--- src/rtl/ddr_arb_pkg.sv ---
// -----------------------------------------------------------------------------
// ddr_arb_pkg
// Shared definitions for the DDR write-port arbiter: FSM state encoding,
// DDR burst-length width, default watchdog limit and a pointer-width helper.
// No ports (package).
// -----------------------------------------------------------------------------
package ddr_arb_pkg;

  typedef enum logic [1:0] {
    ST_IDLE    = 2'd0,
    ST_BURST   = 2'd1,
    ST_RELEASE = 2'd2
  } arb_state_t;

  localparam int DDR_LEN_WIDTH      = 8;
  // One extra bit so a length of 0 (meaning 256 beats) is representable.
  localparam int BEAT_CNT_WIDTH     = DDR_LEN_WIDTH + 1;
  localparam int DEF_TIMEOUT_CYCLES = 65535;

  // Width of an owner index; never below 1 so a vector can always be declared.
  function automatic int ptr_width(input int n);
    return (n > 1) ? $clog2(n) : 1;
  endfunction

endpackage

--- src/rtl/ddr_wr_arbiter_if.sv ---
// -----------------------------------------------------------------------------
// ddr_wr_arbiter_if
// Bundles the requester-side burst interfaces and the DDR write-engine
// handshake seen by ddr_wr_arbiter. Signal suffixes are from the arbiter's
// point of view.
//   slave  modport : the arbiter (consumes req/len/addr/data, pop, finish)
//   master modport : requesters + DDR engine (drive requests, pops, finish)
// Signals:
//   req_wr_ddr_req_i/len_i/addr_i/data_i  per-requester burst request (packed)
//   req_ddr_fifo_rd_req_o                 per-requester data-pop strobe
//   req_wr_ddr_finish_o                   per-requester burst-done pulse
//   wr_ddr_req_o/len_o/addr_o/data_o      towards DDR write engine
//   ddr_fifo_rd_req_i, wr_ddr_finish_i    from DDR write engine
// -----------------------------------------------------------------------------
interface ddr_wr_arbiter_if
  import ddr_arb_pkg::*;
#(
  parameter int NUM_REQ       = 2,
  parameter int ADDR_WIDTH    = 30,
  parameter int MEM_DATA_BITS = 256
);

  logic [NUM_REQ-1:0]               req_wr_ddr_req_i;
  logic [NUM_REQ*DDR_LEN_WIDTH-1:0] req_wr_ddr_len_i;
  logic [NUM_REQ*ADDR_WIDTH-1:0]    req_wr_ddr_addr_i;
  logic [NUM_REQ*MEM_DATA_BITS-1:0] req_wr_ddr_data_i;
  logic [NUM_REQ-1:0]               req_ddr_fifo_rd_req_o;
  logic [NUM_REQ-1:0]               req_wr_ddr_finish_o;

  logic                             wr_ddr_req_o;
  logic [DDR_LEN_WIDTH-1:0]         wr_ddr_len_o;
  logic [ADDR_WIDTH-1:0]            wr_ddr_addr_o;
  logic                             ddr_fifo_rd_req_i;
  logic [MEM_DATA_BITS-1:0]         wr_ddr_data_o;
  logic                             wr_ddr_finish_i;

  modport slave (
    input  req_wr_ddr_req_i, req_wr_ddr_len_i, req_wr_ddr_addr_i, req_wr_ddr_data_i,
    output req_ddr_fifo_rd_req_o, req_wr_ddr_finish_o,
    output wr_ddr_req_o, wr_ddr_len_o, wr_ddr_addr_o, wr_ddr_data_o,
    input  ddr_fifo_rd_req_i, wr_ddr_finish_i
  );

  modport master (
    output req_wr_ddr_req_i, req_wr_ddr_len_i, req_wr_ddr_addr_i, req_wr_ddr_data_i,
    input  req_ddr_fifo_rd_req_o, req_wr_ddr_finish_o,
    input  wr_ddr_req_o, wr_ddr_len_o, wr_ddr_addr_o, wr_ddr_data_o,
    output ddr_fifo_rd_req_i, wr_ddr_finish_i
  );

endinterface

--- src/rtl/rr_arbiter.sv ---
// -----------------------------------------------------------------------------
// rr_arbiter
// Combinational round-robin picker: returns the first set request found when
// searching upward from (i_last_owner + 1) with wrap-around.
// Ports:
//   i_req        request vector
//   i_last_owner index of the previous winner
//   o_grant      one-hot winner, all-zero when no request
// -----------------------------------------------------------------------------
module rr_arbiter
  import ddr_arb_pkg::*;
#(
  parameter int NUM_REQ = 2,
  parameter int PTR_W   = ptr_width(NUM_REQ)
) (
  input  logic [NUM_REQ-1:0] i_req,
  input  logic [PTR_W-1:0]   i_last_owner,
  output logic [NUM_REQ-1:0] o_grant
);

  localparam logic [NUM_REQ-1:0] ONE = NUM_REQ'(1);

  logic [NUM_REQ-1:0] w_mask;
  logic [NUM_REQ-1:0] w_masked;
  logic [NUM_REQ-1:0] w_pick;

  // Requests strictly above the last owner win first; if none, wrap to the
  // full vector. Lowest set bit of the chosen vector is the winner.
  for (genvar g = 0; g < NUM_REQ; g++) begin : g_mask
    assign w_mask[g] = (PTR_W'(g) > i_last_owner);
  end

  assign w_masked = i_req & w_mask;
  assign w_pick   = (w_masked != '0) ? w_masked : i_req;
  assign o_grant  = w_pick & (~w_pick + ONE);

endmodule

--- src/rtl/ddr_wr_arbiter.sv ---
// -----------------------------------------------------------------------------
// ddr_wr_arbiter
// Shares the single DDR write-master port among NUM_REQ requesters, granting
// whole bursts in round-robin order. FSM: IDLE -> BURST -> RELEASE -> IDLE.
// Optional build macro DDR_WR_ARB_TIMEOUT_EN adds a burst watchdog
// (TIMEOUT_CYCLES parameter, timeout_err_o port) that forces a release.
// Ports:
//   ddr_clk_i      clock
//   ddr_rst_n_i    asynchronous active-low reset
//   arb_bus        ddr_wr_arbiter_if.slave (requesters + DDR engine)
//   grant_o        one-hot current owner, 0 when idle
//   len_err_o      sticky: more pops than the latched burst length
//   timeout_err_o  sticky: watchdog fired (only with DDR_WR_ARB_TIMEOUT_EN)
// -----------------------------------------------------------------------------
module ddr_wr_arbiter
  import ddr_arb_pkg::*;
#(
  parameter int NUM_REQ       = 2,
  parameter int ADDR_WIDTH    = 30,
  parameter int MEM_DATA_BITS = 256
`ifdef DDR_WR_ARB_TIMEOUT_EN
  , parameter int TIMEOUT_CYCLES = DEF_TIMEOUT_CYCLES
`endif
) (
  input  logic               ddr_clk_i,
  input  logic               ddr_rst_n_i,
  ddr_wr_arbiter_if.slave    arb_bus,
  output logic [NUM_REQ-1:0] grant_o,
  output logic               len_err_o
`ifdef DDR_WR_ARB_TIMEOUT_EN
  , output logic             timeout_err_o
`endif
);

  localparam int PTR_W = ptr_width(NUM_REQ);

  arb_state_t                r_state;
  arb_state_t                w_state_nxt;
  logic [NUM_REQ-1:0]        r_grant;
  logic [NUM_REQ-1:0]        r_finish;
  logic [PTR_W-1:0]          r_last_owner;
  logic [DDR_LEN_WIDTH-1:0]  r_len;
  logic [ADDR_WIDTH-1:0]     r_addr;
  logic                      r_wr_req;
  logic [BEAT_CNT_WIDTH-1:0] r_beat_cnt;
  logic                      r_len_err;

  logic [NUM_REQ-1:0]        w_grant;
  logic [DDR_LEN_WIDTH-1:0]  w_new_len;
  logic [ADDR_WIDTH-1:0]     w_new_addr;
  logic [MEM_DATA_BITS-1:0]  w_data;
  logic [PTR_W-1:0]          w_owner_idx;
  logic [BEAT_CNT_WIDTH-1:0] w_len_eff;
  logic                      w_grab;
  logic                      w_release;
  logic                      w_pop;
  logic                      w_timeout;

  rr_arbiter #(
    .NUM_REQ (NUM_REQ),
    .PTR_W   (PTR_W)
  ) u_rr_arbiter (
    .i_req        (arb_bus.req_wr_ddr_req_i),
    .i_last_owner (r_last_owner),
    .o_grant      (w_grant)
  );

  // Slice selection: new winner's len/addr for latching, current owner's data
  // and index for the burst itself.
  always_comb begin
    w_new_len   = '0;
    w_new_addr  = '0;
    w_data      = '0;
    w_owner_idx = '0;
    for (int k = 0; k < NUM_REQ; k++) begin
      if (w_grant[k]) begin
        w_new_len  = arb_bus.req_wr_ddr_len_i[k*DDR_LEN_WIDTH +: DDR_LEN_WIDTH];
        w_new_addr = arb_bus.req_wr_ddr_addr_i[k*ADDR_WIDTH +: ADDR_WIDTH];
      end
      if (r_grant[k]) begin
        w_data      = arb_bus.req_wr_ddr_data_i[k*MEM_DATA_BITS +: MEM_DATA_BITS];
        w_owner_idx = PTR_W'(k);
      end
    end
  end

  // A latched length of 0 means a full 256-beat burst.
  assign w_len_eff = {(r_len == '0), r_len};
  assign w_pop     = (r_state == ST_BURST) && arb_bus.ddr_fifo_rd_req_i;

  // NOTE: every variable gets a default before the case, so no path can
  // leave it unassigned and infer a latch.
  always_comb begin
    w_state_nxt = r_state;
    w_grab      = 1'b0;
    w_release   = 1'b0;
    case (r_state)
      ST_IDLE: begin
        if (|arb_bus.req_wr_ddr_req_i) begin
          w_grab      = 1'b1;
          w_state_nxt = ST_BURST;
        end
      end
      ST_BURST: begin
        if (arb_bus.wr_ddr_finish_i || w_timeout) begin
          w_release   = 1'b1;
          w_state_nxt = ST_RELEASE;
        end
      end
      // One dead cycle lets the finished owner drop its request before the
      // next arbitration.
      ST_RELEASE: w_state_nxt = ST_IDLE;
      default:    w_state_nxt = ST_IDLE;
    endcase
  end

  // NOTE: clocked state uses non-blocking assignments so every register
  // samples pre-edge values regardless of statement order.
  always_ff @(posedge ddr_clk_i or negedge ddr_rst_n_i) begin
    if (!ddr_rst_n_i) begin
      r_state <= ST_IDLE;
    end else begin
      r_state <= w_state_nxt;
    end
  end

  always_ff @(posedge ddr_clk_i or negedge ddr_rst_n_i) begin
    if (!ddr_rst_n_i) begin
      r_grant      <= '0;
      r_finish     <= '0;
      r_last_owner <= '0;
      r_len        <= '0;
      r_addr       <= '0;
      r_wr_req     <= 1'b0;
      r_beat_cnt   <= '0;
      r_len_err    <= 1'b0;
    end else begin
      r_finish <= '0;
      if (w_grab) begin
        r_grant    <= w_grant;
        r_len      <= w_new_len;
        r_addr     <= w_new_addr;
        r_wr_req   <= 1'b1;
        r_beat_cnt <= '0;
      end
      if (w_release) begin
        r_wr_req     <= 1'b0;
        r_finish     <= r_grant;
        r_grant      <= '0;
        r_last_owner <= w_owner_idx;
      end
      if (w_pop) begin
        if (r_beat_cnt == w_len_eff) begin
          r_len_err <= 1'b1;
        end
        // Saturate so a runaway engine cannot wrap back into range.
        if (r_beat_cnt != '1) begin
          r_beat_cnt <= r_beat_cnt + 1'b1;
        end
      end
    end
  end

`ifdef DDR_WR_ARB_TIMEOUT_EN
  logic [15:0] r_to_cnt;
  logic        r_to_err;

  // Counter value is (BURST cycle - 1); the watchdog fires on the
  // TIMEOUT_CYCLES-th cycle of the burst, exactly like a finish there.
  assign w_timeout = (r_state == ST_BURST) && (r_to_cnt == 16'(TIMEOUT_CYCLES - 1));

  always_ff @(posedge ddr_clk_i or negedge ddr_rst_n_i) begin
    if (!ddr_rst_n_i) begin
      r_to_cnt <= '0;
      r_to_err <= 1'b0;
    end else begin
      if (w_grab) begin
        r_to_cnt <= '0;
      end else if (r_state == ST_BURST) begin
        r_to_cnt <= r_to_cnt + 16'd1;
      end
      if (w_timeout) begin
        r_to_err <= 1'b1;
      end
    end
  end

  assign timeout_err_o = r_to_err;
`else
  assign w_timeout = 1'b0;
`endif

  assign arb_bus.wr_ddr_req_o          = r_wr_req;
  assign arb_bus.wr_ddr_len_o          = r_len;
  assign arb_bus.wr_ddr_addr_o         = r_addr;
  assign arb_bus.wr_ddr_data_o         = w_data;
  assign arb_bus.req_wr_ddr_finish_o   = r_finish;
  assign arb_bus.req_ddr_fifo_rd_req_o = w_pop ? r_grant : '0;
  assign grant_o                       = r_grant;
  assign len_err_o                     = r_len_err;

endmodule

--- src/flat_wrapper.sv ---
// flat-port wrapper written by rule: the top's interface ports become plain ports
module ddr_wr_arbiter_flat import ddr_arb_pkg::*;
#(
  parameter int NUM_REQ       = 2,
  parameter int ADDR_WIDTH    = 30,
  parameter int MEM_DATA_BITS = 256

)
  (ddr_clk_i, ddr_rst_n_i, grant_o, len_err_o, arb_bus_req_wr_ddr_req_i, arb_bus_req_wr_ddr_len_i, arb_bus_req_wr_ddr_addr_i, arb_bus_req_wr_ddr_data_i, arb_bus_req_ddr_fifo_rd_req_o, arb_bus_req_wr_ddr_finish_o, arb_bus_wr_ddr_req_o, arb_bus_wr_ddr_len_o, arb_bus_wr_ddr_addr_o, arb_bus_wr_ddr_data_o, arb_bus_ddr_fifo_rd_req_i, arb_bus_wr_ddr_finish_i);
  ddr_wr_arbiter_if #(.NUM_REQ(NUM_REQ), .ADDR_WIDTH(ADDR_WIDTH), .MEM_DATA_BITS(MEM_DATA_BITS)) arb_bus_i ();
  input  logic ddr_clk_i;
  input  logic ddr_rst_n_i;
  output logic [NUM_REQ-1:0] grant_o;
  output logic len_err_o;
  input wire logic [$bits(arb_bus_i.req_wr_ddr_req_i)-1:0] arb_bus_req_wr_ddr_req_i;
  input wire logic [$bits(arb_bus_i.req_wr_ddr_len_i)-1:0] arb_bus_req_wr_ddr_len_i;
  input wire logic [$bits(arb_bus_i.req_wr_ddr_addr_i)-1:0] arb_bus_req_wr_ddr_addr_i;
  input wire logic [$bits(arb_bus_i.req_wr_ddr_data_i)-1:0] arb_bus_req_wr_ddr_data_i;
  output wire logic [$bits(arb_bus_i.req_ddr_fifo_rd_req_o)-1:0] arb_bus_req_ddr_fifo_rd_req_o;
  output wire logic [$bits(arb_bus_i.req_wr_ddr_finish_o)-1:0] arb_bus_req_wr_ddr_finish_o;
  output wire logic [$bits(arb_bus_i.wr_ddr_req_o)-1:0] arb_bus_wr_ddr_req_o;
  output wire logic [$bits(arb_bus_i.wr_ddr_len_o)-1:0] arb_bus_wr_ddr_len_o;
  output wire logic [$bits(arb_bus_i.wr_ddr_addr_o)-1:0] arb_bus_wr_ddr_addr_o;
  output wire logic [$bits(arb_bus_i.wr_ddr_data_o)-1:0] arb_bus_wr_ddr_data_o;
  input wire logic [$bits(arb_bus_i.ddr_fifo_rd_req_i)-1:0] arb_bus_ddr_fifo_rd_req_i;
  input wire logic [$bits(arb_bus_i.wr_ddr_finish_i)-1:0] arb_bus_wr_ddr_finish_i;
  assign arb_bus_i.req_wr_ddr_req_i = arb_bus_req_wr_ddr_req_i;
  assign arb_bus_i.req_wr_ddr_len_i = arb_bus_req_wr_ddr_len_i;
  assign arb_bus_i.req_wr_ddr_addr_i = arb_bus_req_wr_ddr_addr_i;
  assign arb_bus_i.req_wr_ddr_data_i = arb_bus_req_wr_ddr_data_i;
  assign arb_bus_req_ddr_fifo_rd_req_o = arb_bus_i.req_ddr_fifo_rd_req_o;
  assign arb_bus_req_wr_ddr_finish_o = arb_bus_i.req_wr_ddr_finish_o;
  assign arb_bus_wr_ddr_req_o = arb_bus_i.wr_ddr_req_o;
  assign arb_bus_wr_ddr_len_o = arb_bus_i.wr_ddr_len_o;
  assign arb_bus_wr_ddr_addr_o = arb_bus_i.wr_ddr_addr_o;
  assign arb_bus_wr_ddr_data_o = arb_bus_i.wr_ddr_data_o;
  assign arb_bus_i.ddr_fifo_rd_req_i = arb_bus_ddr_fifo_rd_req_i;
  assign arb_bus_i.wr_ddr_finish_i = arb_bus_wr_ddr_finish_i;
  ddr_wr_arbiter #(.NUM_REQ(NUM_REQ), .ADDR_WIDTH(ADDR_WIDTH), .MEM_DATA_BITS(MEM_DATA_BITS)) u_core (.ddr_clk_i(ddr_clk_i), .ddr_rst_n_i(ddr_rst_n_i), .arb_bus(arb_bus_i), .grant_o(grant_o), .len_err_o(len_err_o));
endmodule
--- config.mk ---
export PLATFORM = sky130hd
export DESIGN_NAME = ddr_wr_arbiter_flat
export DESIGN_NICKNAME = d
export VERILOG_FILES = /design/src/rtl/ddr_arb_pkg.sv /design/src/rtl/ddr_wr_arbiter_if.sv /design/src/rtl/rr_arbiter.sv /design/src/rtl/ddr_wr_arbiter.sv /design/src/flat_wrapper.sv
export SDC_FILE = /design/constraint.sdc
export NUM_CORES = 1
export LEC_CHECK = 0
export BUFFER_PORTS_ARGS = -buffer_cell sky130_fd_sc_hd__buf_2
export CORE_AREA = 2 2 347 349
export DETAILED_ROUTE_END_ITERATION = 10
export DIE_AREA = 0 0 349 351
export GPL_ROUTABILITY_DRIVEN = 0
export GPL_TIMING_DRIVEN = 0
export HOLD_SLACK_MARGIN = 0.02
export MAX_ROUTING_LAYER = met4
export PLACE_DENSITY = 0.3
export RECOVER_POWER = 25
export SLEW_MARGIN = 30
export SYNTH_ARGS = -nofsm -noshare
export SYNTH_HDL_FRONTEND = slang
export SYNTH_SLANG_ARGS = --single-unit
--- constraint.sdc ---
create_clock -name ddr_clk_i -period 1.9 [get_ports ddr_clk_i]
set_clock_uncertainty 0.15 [all_clocks]
set_input_delay 0.38 -clock ddr_clk_i [delete_from_list [all_inputs] [get_ports ddr_clk_i]]
set_output_delay 0.38 -clock ddr_clk_i [all_outputs]
set_load 0.005 [all_outputs]
==> results by group, run 1 <==
Run status
  – Run status: complete, but fails checks
  – Failing checks: setup timing

Route
  – Detailed-route wire length: 84.52 mm
  – Final antenna-violating net count: 0
  – Total via count in the routed design: 9031
  – Iteration-0 DRC count of the detailed router: 562
  – Number of detailed-route iterations in the first pass: 7
  – DRC violation count after routing: 0
  – Routed len/inst: 27.98 um
  – Via-to-Cell Ratio: 2.989

Floorplanning
  – Number of core rows: ~130
  – Core Footprint: 0.1190 mm^2
  – I/O pin cnt: 896
  – Die Height: 351 um
  – Die ar.: 0.1225 mm^2
  – Horizontal die dimension: around 350 um
  – Starting density of the core: 0.04197

CTS
  – Clock buffers created by TritonCTS: 5
  – Root Buffer: sky130_fd_sc_hd__clkbuf_16
  – CTS Sinks: 56
  – H-Tree Depth: 2
  – Clock latency on the worst-skew pair: 0.31 ns
  – Clock slew at the register clock pins of the worst setup and hold paths: ~0.090 ns
  – Buffer levels on the longest clock path: 2
  – TritonCTS clock tree: built

Worst setup path
  – Crit end category: primary output
  – Required time of the critical path: roughly 1.4 ns
  – Kind of start point of the critical path: flip-flop
  – Crit Path Category: flip-flop to primary output
  – Crit path DAT: roughly 1.9 ns
  – Top fanout value on the critical path: 10

STA
  – Final Hold Violating Endpoints: 0
  – Hold Worst Slack: 0.1179 ns
  – Worst Max-Slew Pin Slew: 0.6986 ns
  – Final critical-path setup slack: -0.5722 ns
  – RSZ-0062 raised after global routing: true
  – Setup violators final: 263
  – Period utilization: 1.301
  – Fin crit period: 2.472 ns
  – Achievable Freq: 0.4045 GHz
  – Pins Over Slew Limit: 0
  – Tightest slew margin relative to the limit: 0.5343

Cells and area
  – Post-layout instance count excluding filler cells: 3021
  – Most common cell after layout, fill and taps aside: sky130_fd_sc_hd__buf_2
  – Fraction of final layout cells with drive strength greater than 1: 0.7856
  – Final layout net count: 2064
  – Top library cells by usage in the layout, fill and taps aside: sky130_fd_sc_hd__buf_2 (739), sky130_fd_sc_hd__a22o_4 (128), sky130_fd_sc_hd__a22o_1 (123), sky130_fd_sc_hd__buf_6 (119), sky130_fd_sc_hd__buf_4 (68)
  – Area growth from synthesis to layout: 192.2%
  – Fill cell count: 13860
  – Final core utilization: 0.1226

Logic synthesis
  – Number of nets produced by synthesis: 1130
  – Leading register cell type out of synthesis: sky130_fd_sc_hd__dfrtp_1
  – Post-synthesis instance total: between 500 and 600
  – FFs w/ async S/R, synth: 1.000
  – Number of distinct standard cells referenced by the synthesized netlist: 32
  – Number of synthesized register bits: 56
  – Number of flops mapped to enable cells by yosys: 0
  – YS warnings: 0
  – Post-Syn Area: 0.004995 mm^2
  – Average instance area after synthesis: 9.354 um^2
  – Sequential element share of the synthesized area: 0.2806

Global routing
  – Initial antenna violation count: 7
  – First-pass GRT wire length: 99.68 mm
  – GRT overflow: 0
  – Largest net degree at the start of global routing: 32
  – Via count of the first global-routing pass: 9328
  – Global-route usage over all layers: 0.1299

Place
  – Number of buffers inserted by port buffering: 895
  – HPWL after detailed placement: 77.38 mm
  – Post-placement setup slack: -1.471 ns
  – Total placed cells including tap cells: approximately 3000

Pwr
  – Static leakage: 7.523 nW
  – Cell area power density: between 1000 and 1500 mW/mm^2
  – Total power consumption of the routed design: between 20 and 25 mW
  – IR drop worst, VDD: around 0.45 mV

Hold path
  – Classification of the worst-slack hold path: input port to flip-flop

Flow run
  – Max cap viols: 0
-- sequential cells by signal (all words and copies together), names as in the netlist --
register,cells
u_core.arb_bus.wr_ddr_addr_o,30
u_core.len_err_o,1
u_core.arb_bus.req_wr_ddr_finish_o,2
u_core.arb_bus.wr_ddr_req_o,1
u_core.r_last_owner,1
u_core.arb_bus.wr_ddr_len_o,8
u_core.grant_o,2
u_core.r_state,2
u_core.r_beat_cnt,9
-- routing by layer --
layer  share of wire  global-route usage
met1            0.45              0.1702
met2            0.47              0.2118
met3           0.077             0.02892
met4           0.010            0.009412
met5               0                   -
-- cells by family (layout without fill, tap and decap cells) --
kind of cell | Yosys count | after routing | synth area share
other | 0 | 4 | 0
buffers and inverters | 112 | 1047 | 0.1020
AO/OA/AOI/OAI | 303 | 303 | 0.5356
flip-flops | 56 | 56 | 0.2806
XOR/XNOR | 11 | 11 | 0.01929
AND/OR/NAND/NOR | 45 | 45 | 0.04735
multiplexers | 5 | 5 | 0.01027
adder cells (fa/ha/maj) | 2 | 2 | 0.005009
-- critical path: stages, from the launching register on --
cell and delay (ns):
sky130_fd_sc_hd__dfrtp_1 0.43, sky130_fd_sc_hd__buf_12 0.17, sky130_fd_sc_hd__nor2b_4 0.16, sky130_fd_sc_hd__buf_12 0.17
sky130_fd_sc_hd__clkbuf_16 0.20, sky130_fd_sc_hd__buf_12 0.14, sky130_fd_sc_hd__a22o_1 0.19, sky130_fd_sc_hd__buf_2 0.15
-- synth_stat cells (2+ instances only) --
cell,count,area share
sky130_fd_sc_hd__a21oi_1,2,0.0020
sky130_fd_sc_hd__a222oi_1,38,0.076
sky130_fd_sc_hd__a22o_1,255,0.45
sky130_fd_sc_hd__and3_1,7,0.0088
sky130_fd_sc_hd__and4_1,2,0.0035
sky130_fd_sc_hd__buf_1,2,0.0015
sky130_fd_sc_hd__buf_2,35,0.035
sky130_fd_sc_hd__buf_4,2,0.0030
sky130_fd_sc_hd__buf_6,5,0.011
sky130_fd_sc_hd__clkbuf_1,29,0.022
sky130_fd_sc_hd__dfrtp_1,56,0.28
sky130_fd_sc_hd__ha_1,2,0.0050
sky130_fd_sc_hd__inv_1,39,0.029
sky130_fd_sc_hd__mux2i_1,4,0.0080
sky130_fd_sc_hd__nand2_1,14,0.011
sky130_fd_sc_hd__nand3_1,3,0.0030
sky130_fd_sc_hd__nand4_1,4,0.0050
sky130_fd_sc_hd__nor2_1,7,0.0053
sky130_fd_sc_hd__nor2b_1,2,0.0025
sky130_fd_sc_hd__nor4_1,2,0.0025
sky130_fd_sc_hd__o21ai_0,2,0.0020
sky130_fd_sc_hd__o21ai_1,3,0.0030
sky130_fd_sc_hd__xnor2_1,8,0.014
sky130_fd_sc_hd__xor2_1,3,0.0053
-- metrics by stage --
stage,instance area [um^2],setup TNS (ns)
after floorplan,5009,-0.2683
after global placement,11420,-564.91
after detailed placement,11470,-243.21
after CTS,13210,-147.83
after global routing,14590,-155.56
final,14590,-128.42
-- final cells by class --
cell class | count | area, um^2 | share of cell area
Multi-Input combinational cell | 366 | 4310 | 0.2954
Clock inverter | 2 | 18.77 | 0.001286
Sequential cell | 56 | 1406 | 0.09637
Antenna cell | 4 | 10.01 | 0.0006859
Clock buffer | 6 | 138.9 | 0.009517
Tap cell | 1548 | 1937 | 0.1327
Buffer | 72 | 873.3 | 0.05985
Timing Repair Buffer | 928 | 5752 | 0.3942
Inverter | 39 | 146.4 | 0.01003
-- power by group --
group | total [mW] | switching (mW) | internal (mW)
sequential | 2.11 | 0.425 | 1.68
combinational | 17.0 | 9.04 | 7.93
clock | 1.05 | 0.509 | 0.538
-- path summary, 6_finish.rpt --
kind | depth (start not counted) | from | end | slack [ns]
worst max-delay path | 7 | u_core.grant_o[1]$_DFFE_PN0P_ | arb_bus_wr_ddr_data_o[132] | -0.57
worst min-delay path | 3 | arb_bus_req_wr_ddr_len_i[1] | u_core.arb_bus.wr_ddr_len_o[1]$_DFFE_PN0P_ | 0.12
worst max register to register | 8 | u_core.r_beat_cnt[2]$_DFF_PN0_ | u_core.r_beat_cnt[5]$_DFF_PN0_ | -0.20
worst min register to register | 1 | u_core.len_err_o$_DFFE_PN0P_ | u_core.len_err_o$_DFFE_PN0P_ | 0.33
max in group asynchronous | 3 | ddr_rst_n_i | u_core.arb_bus.wr_ddr_addr_o[29]$_DFFE_PN0P_ | 0.19
min in group asynchronous | 2 | ddr_rst_n_i | u_core.arb_bus.wr_ddr_len_o[3]$_DFFE_PN0P_ | 0.49
-- what timing repair did --
action | 4_1_cts | 5_1_grt
resized for setup | 377 | 248
hold buffers | 1 | 0
buffers inserted | 3 | 19
setup endpoints to repair | 268 | 284
hold endpoints to repair | 25 | 0
cloned | 0 | 8
pin swaps | 3 | 23
Note: power is estimated with default switching activity, not from simulation.
==> run 2: changes to the inputs <==
--- a/config.mk
+++ b/config.mk
@@ -15,6 +15,7 @@
 export MAX_ROUTING_LAYER = met4
 export PLACE_DENSITY = 0.3
 export RECOVER_POWER = 25
+export SKIP_LAST_GASP = 1
 export SLEW_MARGIN = 30
 export SYNTH_ARGS = -nofsm -noshare
 export SYNTH_HDL_FRONTEND = slang
==> run 2 against run 1 <==
- the flow still finishes with violations (setup timing)
- largest power group unchanged
- critical endpoint is now arb_bus_wr_ddr_data_o[232]
- maximum frequency decreased by 1.0%
- critical path type unchanged
- die area unchanged
- wire length decreased by 0.51%
- final cell count decreased by 0.60%
- register-to-register slack got worse by 0.09 ns
- worst hold slack got worse by 0.0028 ns
- global-route usage about the same
- critical path depth unchanged
==> results by group, run 2 (synthesis results as in run 1) <==
Run status
  – Run status: complete, but fails checks
  – Failing checks: setup timing

Pwr
  – Total internal power: ~9.4 mW
  – NetSw: just under 10 mW
  – Cell area power density: about 1400 mW/mm^2
  – Static leakage: between 7 and 8 nW
  – Proportion of total power due to net switching: 0.5082
  – Share of power burned in registers: 0.110
  – Relative contribution of combinational cells to total power: 0.836
  – Part of the power in the clock network: 0.055
  – IR drop worst, VDD: 0.4443 mV

Floorplanning
  – Starting density of the core: 0.04197
  – Number of core rows: 127
  – Horizontal die dimension: 349 um
  – I/O pin cnt: 896
  – Die ar.: 0.1225 mm^2
  – Core Footprint: approximately 0.12 mm^2
  – Die Height: 351 um

STA
  – Worst Max-Slew Pin Slew: 0.7216 ns
  – Tightest slew margin relative to the limit: 0.5190
  – Pins Over Slew Limit: 0
  – Fin crit period: 2.498 ns
  – RSZ-0062 raised after global routing: true
  – Hold Worst Slack: 0.1151 ns
  – Setup violators final: approximately 260
  – Post-Route Setup TNS: -131.35 ns
  – Period utilization: 1.315
  – Final Hold Violating Endpoints: 0
  – Final critical-path setup slack: -0.5979 ns
  – Achievable Freq: roughly 0.4 GHz

Worst setup path
  – Crit path DAT: between 1.5 and 2 ns
  – Buffers and inverters on the worst path: 5
  – Critical R2R Launch: u_core.r_beat_cnt[2]$_DFF_PN0_
  – Critical Path Slowest Stage Cell: sky130_fd_sc_hd__dfrtp_1
  – Critical path, cell by cell: buf_12 -> nor2b_4 -> buf_4 -> buf_12 -> buf_6 -> a22o_1 -> buf_2
  – Endpoint of the worst register-to-register path: u_core.r_beat_cnt[5]$_DFF_PN0_
  – Kind of start point of the critical path: flip-flop
  – Crit Path Category: flip-flop to primary output
  – Required time of the critical path: 1.37 ns
  – Slack of the worst reg-to-reg path: -0.29 ns
  – Crit end category: primary output
  – Cell count of the worst reg-to-reg path: 8
  – Most Frequent Cell on Critical Path: sky130_fd_sc_hd__buf_12
  – Category of cells accounting for the largest share of critical-path delay: buffers and inverters
  – Logic depth of the worst setup path including buffers: 7
  – Top fanout value on the critical path: 10
  – CP max stage delay: 0.43 ns

CTS
  – TritonCTS clock tree: built
  – Clock slew at the register clock pins of the worst setup and hold paths: 0.09 ns
  – Root Buffer: sky130_fd_sc_hd__clkbuf_16
  – Clock latency on the worst-skew pair: 0.31 ns
  – H-Tree Depth: 2
  – Buffer levels on the longest clock path: 2
  – CTS Sinks: between 50 and 60
  – Clock buffers created by TritonCTS: 5

Cells and area
  – Fill cell count: 13920
  – Final layout net count: 2046
  – Area growth from synthesis to layout: 178.0%
  – Area occupied by registers: roughly 0.0014 mm^2
  – Most common cell after layout, fill and taps aside: sky130_fd_sc_hd__buf_2
  – Fraction of final layout cells with drive strength greater than 1: 0.7650
  – Top library cells by usage in the layout, fill and taps aside: sky130_fd_sc_hd__buf_2 (773), sky130_fd_sc_hd__a22o_1 (133), sky130_fd_sc_hd__a22o_4 (111), sky130_fd_sc_hd__buf_6 (74), sky130_fd_sc_hd__buf_4 (69)
  – Flip-flop count of the largest register after layout: 30
  – Multi-input logic area: 0.004091 mm^2

Route
  – Routed len/inst: 28.00 um
  – Total via count in the routed design: 9018
  – DRC violation count after routing: 0
  – Number of detailed-route iterations in the first pass: 9
  – Via-to-Cell Ratio: around 3
  – Detailed-route wire length: ~84 mm
  – Final antenna-violating net count: 0
  – Iteration-0 DRC count of the detailed router: around 540

Place
  – Number of buffers inserted by port buffering: 895
  – HPWL after detailed placement: a little under 80 mm

Hold path
  – Hold Path End: u_core.arb_bus.wr_ddr_len_o[1]$_DFFE_PN0P_
  – Classification of the worst-slack hold path: input port to flip-flop
  – Worst min-delay path startpoint: arb_bus_req_wr_ddr_len_i[1]
  – WHS Path Cells: 3

Global routing
  – Global-route usage over all layers: 0.1295
  – Largest net degree at the start of global routing: 32
  – GRT overflow: 0
  – Initial antenna violation count: 10
  – Via count of the first global-routing pass: 9308
  – First-pass GRT wire length: between 90 and 100 mm

Flow run
  – Max cap viols: 0
==> run 2: cell count changes in the layout (fill, tap and decap cells not counted), sizes merged <==
cell | before | now
buf | 963 | 949
clkbuf | 42 | 38
==> run 2: worst reg2reg max path, stage by stage (launching register included) <==
cell	delay, ns
sky130_fd_sc_hd__dfrtp_1	0.46
sky130_fd_sc_hd__and4_1	0.26
sky130_fd_sc_hd__and4_1	0.19
sky130_fd_sc_hd__ha_2	0.17
sky130_fd_sc_hd__and4bb_1	0.26
sky130_fd_sc_hd__buf_6	0.14
sky130_fd_sc_hd__and3_4	0.20
sky130_fd_sc_hd__nand4_1	0.11
sky130_fd_sc_hd__mux2i_1	0.14
==> run 2: how the worst max path moves through the flow <==
stage / from / endpoint
6_report: u_core.grant_o[1]$_DFFE_PN0P_ / arb_bus_wr_ddr_data_o[232]
5_1_grt: u_core.grant_o[1]$_DFFE_PN0P_ / arb_bus_wr_ddr_data_o[166]
4_1_cts: u_core.grant_o[1]$_DFFE_PN0P_ / arb_bus_wr_ddr_data_o[74]
3_5_place_dp: u_core.grant_o[1]$_DFFE_PN0P_ / arb_bus_wr_ddr_data_o[254]
3_3_place_gp: u_core.grant_o[1]$_DFFE_PN0P_ / arb_bus_wr_ddr_data_o[99]
2_1_floorplan: u_core.r_beat_cnt[2]$_DFF_PN0_ / u_core.r_beat_cnt[5]$_DFF_PN0_
==> run 2: layer usage <==
layer | vias up | global-route usage | wire [um]
met5 | - | - | 0
li1 | 4061 | - | -
met4 | 0 | 0.01020 | 802
met3 | 34 | 0.02882 | 6565
met1 | 4326 | 0.1696 | 37590
met2 | 597 | 0.2108 | 39120
==> run 2: through the flow <==
step | util | cells | total power, mW | area (um^2) | setup WS (ns)
floorplan | - | 534 | 6.527 | 5009 | -0.1193
global placement | 0.09599 | 2977 | 15.24 | 11420 | -2.441
detailed placement | 0.09638 | 2979 | 15.21 | 11470 | -1.471
CTS | 0.1088 | 2990 | 18.33 | 12950 | -0.6485
global route | 0.1166 | 3000 | 20.45 | 13880 | -0.6778
finish | 0.1167 | 3003 | 19.17 | 13890 | -0.5979
==> run 2: power by group through the flow <==
| stage | logic, mW | clock network [mW] | registers [mW] |
|---|---|---|---|
| CTS | 15.1 | 1.10 | 2.11 |
| detailed placement | 13.1 | 0 | 2.13 |
| global placement | 13.1 | 0 | 2.16 |
| finish | 16.0 | 1.05 | 2.10 |
| global route | 17.1 | 1.16 | 2.17 |
| floorplan | 4.49 | 0 | 2.03 |
==> run 2: what timing repair did <==
action | 4_1_cts | 5_1_grt
gates cloned | 0 | 5
resized for setup | 311 | 215
endpoints found under the setup margin | 268 | 284
hold buffers | 1 | 0
buffers inserted | 3 | 4
hold endpoints to repair | 25 | 0
pin swaps | 1 | 15
==> run 2: final cells by class <==
type,count,share of cell area
Tap cell,1548,0.1395
Clock buffer,6,0.01000
Clock inverter,2,0.001351
Antenna cell,4,0.0007208
Inverter,39,0.01054
Buffer,72,0.06154
Multi-Input combinational cell,366,0.2946
Sequential cell,56,0.1010
Timing Repair Buffer,910,0.3808
==> run 3: changes to the inputs <==
--- a/config.mk
+++ b/config.mk
@@ -6,9 +6,9 @@
 export NUM_CORES = 1
 export LEC_CHECK = 0
 export BUFFER_PORTS_ARGS = -buffer_cell sky130_fd_sc_hd__buf_2
-export CORE_AREA = 2 2 347 349
+export CORE_AREA = 2 2 350 352
 export DETAILED_ROUTE_END_ITERATION = 10
-export DIE_AREA = 0 0 349 351
+export DIE_AREA = 0 0 352 354
 export GPL_ROUTABILITY_DRIVEN = 0
 export GPL_TIMING_DRIVEN = 0
 export HOLD_SLACK_MARGIN = 0.02
@@ -19,4 +19,5 @@
 export SLEW_MARGIN = 30
 export SYNTH_ARGS = -nofsm -noshare
 export SYNTH_HDL_FRONTEND = slang
+export SYNTH_HIERARCHICAL = 1
 export SYNTH_SLANG_ARGS = --single-unit
==> run 3 against run 2 <==
- the run still ends with setup timing left
- first-iteration DRC count up 13%
- final cell count is 6.2% higher
- maximum frequency down 3.6%
- non-clock buffer count rose by 30
- power is 1.6% higher
- die area grew 1.7%
- sequential cell count is the same
- synthesized cell count grew 8.6%
- worst hold slack gained 0.051 ns
- global-route usage is 1.7 points higher
- register-to-register slack better by 0.08 ns
- combinational power barely moved
==> results by group, run 3 <==
STA
  – Tightest slew margin relative to the limit: 0.3239
  – Hold Worst Slack: roughly 0.17 ns
  – RSZ-0062 raised after global routing: true
  – Fin crit period: 2.592 ns
  – Final critical-path setup slack: -0.6917 ns
  – Achievable Freq: 0.3859 GHz
  – Period utilization: 1.364
  – Setup violators final: 265
  – Worst Max-Slew Pin Slew: roughly 1.0 ns
  – Final Hold Violating Endpoints: 0
  – Pins Over Slew Limit: 0

CTS
  – Buffer levels on the longest clock path: 2
  – CTS Sinks: 56
  – Clock latency on the worst-skew pair: roughly 0.32 ns
  – Root Buffer: sky130_fd_sc_hd__clkbuf_16
  – H-Tree Depth: 2
  – Clock slew at the register clock pins of the worst setup and hold paths: 0.08 ns
  – TritonCTS clock tree: built
  – Clock buffers created by TritonCTS: 5

Logic synthesis
  – Average instance area after synthesis: 8.793 um^2
  – Cell types occupying the most area after synthesis: sky130_fd_sc_hd__a22o_1 (44%), sky130_fd_sc_hd__dfrtp_1 (27%), sky130_fd_sc_hd__a221oi_1 (6.4%), sky130_fd_sc_hd__nor2_1 (5.9%), sky130_fd_sc_hd__buf_2 (4.1%)
  – Number of flops mapped to enable cells by yosys: 0
  – Post-Syn Area: 0.005100 mm^2
  – Number of nets produced by synthesis: between 1000 and 1500
  – YS warnings: 6
  – FFs w/ async S/R, synth: 1.000
  – Cell taking the most area after synthesis: sky130_fd_sc_hd__a22o_1
  – Leading post-synthesis cells by instance count: sky130_fd_sc_hd__a22o_1 (256), sky130_fd_sc_hd__nor2_1 (80), sky130_fd_sc_hd__dfrtp_1 (56), sky130_fd_sc_hd__buf_2 (42), sky130_fd_sc_hd__a221oi_1 (37)
  – Leading register cell type out of synthesis: sky130_fd_sc_hd__dfrtp_1
  – Number of distinct standard cells referenced by the synthesized netlist: 33
  – Area fraction of the dominant cell type after synthesis: 0.4396
  – Sequential element share of the synthesized area: 0.2748
  – Number of synthesized register bits: 56
  – Post-synthesis instance total: 580
  – Most used standard cell by instance count after synthesis: sky130_fd_sc_hd__a22o_1

Pwr
  – Share of power burned in registers: 0.113
  – Static leakage: approximately 7 nW
  – Relative contribution of combinational cells to total power: 0.828
  – Cell area power density: 1384 mW/mm^2
  – Total internal power: about 10 mW
  – Total power consumption of the routed design: about 20 mW
  – Proportion of total power due to net switching: 0.4934
  – IR drop worst, VDD: 0.4300 mV
  – Part of the power in the clock network: 0.059
  – NetSw: 9.611 mW

Global routing
  – Largest net degree at the start of global routing: 34
  – Global-route usage over all layers: 0.1466
  – Initial antenna violation count: 84
  – Via count of the first global-routing pass: 9705
  – GRT overflow: 0
  – First-pass GRT wire length: 113.1 mm

Worst setup path
  – Crit path DAT: 2.06 ns
  – Crit Path Category: flip-flop to primary output
  – Crit end category: primary output
  – Required time of the critical path: 1.37 ns
  – Top fanout value on the critical path: 9
  – Kind of start point of the critical path: flip-flop

Route
  – Iteration-0 DRC count of the detailed router: 612
  – Number of detailed-route iterations in the first pass: 5
  – Final antenna-violating net count: 0
  – Routed len/inst: 29.58 um
  – Detailed-route wire length: 94.38 mm
  – Total via count in the routed design: 9852
  – DRC violation count after routing: 0
  – Via-to-Cell Ratio: 3.088

Place
  – HPWL after detailed placement: about 86 mm
  – Number of buffers inserted by port buffering: ~900
  – Total placed cells including tap cells: around 3100
  – Post-placement setup slack: -1.319 ns

Cells and area
  – Fraction of final layout cells with drive strength greater than 1: 0.7234
  – Area growth from synthesis to layout: 176.1%
  – Post-layout instance count excluding filler cells: 3190
  – Final core utilization: 0.1164
  – Flip-flop count of the largest register after layout: 30
  – Final layout net count: 2117
  – Most common cell after layout, fill and taps aside: sky130_fd_sc_hd__buf_2
  – Top library cells by usage in the layout, fill and taps aside: sky130_fd_sc_hd__buf_2 (829), sky130_fd_sc_hd__a22o_1 (202), sky130_fd_sc_hd__nor2_1 (80), sky130_fd_sc_hd__buf_6 (70), sky130_fd_sc_hd__a22o_4 (54)

Flow run
  – Max cap viols: 0

Floorplanning
  – Die ar.: around 0.12 mm^2
  – I/O pin cnt: roughly 900
  – Die Height: 354 um
  – Starting density of the core: 0.04218
  – Number of core rows: 128
  – Horizontal die dimension: between 300 and 400 um
  – Core Footprint: roughly 0.12 mm^2

Hold path
  – Classification of the worst-slack hold path: input port to flip-flop

Run status
  – Failing checks: setup timing
  – Run status: complete, but fails checks
[run 3: changes by cell type in the layout (fill, tap and decap cells not counted), sizes merged, moves of 2 or more]
| cell | change |
|---|---|
| a222oi | -38 |
| nor2 | +72 |
| a21boi | +2 |
| buf | +16 |
| inv | -36 |
| clkbuf | +14 |
| and3 | -2 |
| a221oi | +37 |
| diode | +39 |
| o21ai | +3 |
[run 3: cell families (layout without fill, tap and decap cells)]
family | count (synthesis) | count (layout) | synth area share
flops | 56 | 56 | 0.2748
other cells | 0 | 43 | 0
mux | 4 | 4 | 0.008096
compound gates | 308 | 308 | 0.5206
xor+xnor | 11 | 11 | 0.01889
fa+ha+maj | 2 | 2 | 0.004906
simple gates | 118 | 118 | 0.1011
buf+inv | 81 | 1023 | 0.07163
[run 3: repair_timing]
item | CTS | global route
cloned | 2 | 14
setup buffers | 4 | 18
hold buffers | 1 | 0
resized for setup | 267 | 161
endpoints found under the setup margin | 306 | 306
pin swaps | 8 | 27
endpoints found under the hold margin | 32 | 0
[run 3: cell type report]
cell class	instances	area (um^2)
Antenna cell	43	107.6
Buffer	78	898.4
Clock buffer	6	128.9
Clock inverter	2	38.79
Fill cell	14170	106800
Inverter	3	11.26
Multi-Input combinational cell	443	3956
Sequential cell	56	1409
Tap cell	1625	2033
Timing Repair Buffer	934	5495
[run 3: path summary, 6_finish.rpt]
kind,depth (start not counted),slack (ns),start,end
max in group asynchronous,3,0.23,ddr_rst_n_i,u_core/arb_bus.wr_ddr_addr_o[23]$_DFFE_PN0P_
setup / recovery,7,-0.69,u_core/grant_o[1]$_DFFE_PN0P_,arb_bus_wr_ddr_data_o[90]
min in group asynchronous,2,0.65,ddr_rst_n_i,u_core/arb_bus.wr_ddr_addr_o[2]$_DFFE_PN0P_
setup reg to reg,8,-0.21,u_core/r_beat_cnt[2]$_DFF_PN0_,u_core/r_beat_cnt[5]$_DFF_PN0_
hold reg to reg,2,0.35,u_core/arb_bus.wr_ddr_addr_o[28]$_DFFE_PN0P_,u_core/arb_bus.wr_ddr_addr_o[28]$_DFFE_PN0P_
hold / removal,3,0.17,arb_bus_req_wr_ddr_addr_i[29],u_core/arb_bus.wr_ddr_addr_o[29]$_DFFE_PN0P_
[run 3: per-stage QoR]
stage | setup TNS (ns) | instance area (um^2)
after floorplan | -0.1922 | 5114
after global placement | -272.78 | 11630
after detailed placement | -261.79 | 11650
after CTS | -173.88 | 12930
after global routing | -169.59 | 14070
final | -147.95 | 14080
[run 3: worst max-delay path: stages (launching register included)]
cell and delay, ns:
sky130_fd_sc_hd__dfrtp_2 0.49, sky130_fd_sc_hd__buf_12 0.18, sky130_fd_sc_hd__nor2b_4 0.17, sky130_fd_sc_hd__buf_6 0.15, sky130_fd_sc_hd__buf_16 0.18, sky130_fd_sc_hd__buf_12 0.17
sky130_fd_sc_hd__a22o_1 0.20, sky130_fd_sc_hd__buf_2 0.14
[run 3: metal layers]
layer  part of all wire  wire length [um]  track usage  vias up
met5                  0                 0            -        -
met4              0.022              2102      0.02773        0
met3               0.13             12280      0.08284      112
met2               0.47             44450       0.2410      734
met1               0.38             35550       0.1535     4703
li1                   -                 -            -     4303
[run 3: power groups by stage]
stage	Sequential (mW)	Combinational [mW]	Clock, mW
after floorplan	2.09	4.82	0
after global placement	2.23	12.8	0
after detailed placement	2.25	12.7	0
after CTS	2.24	14.9	1.24
after global routing	2.29	17.3	1.28
final	2.19	16.1	1.15
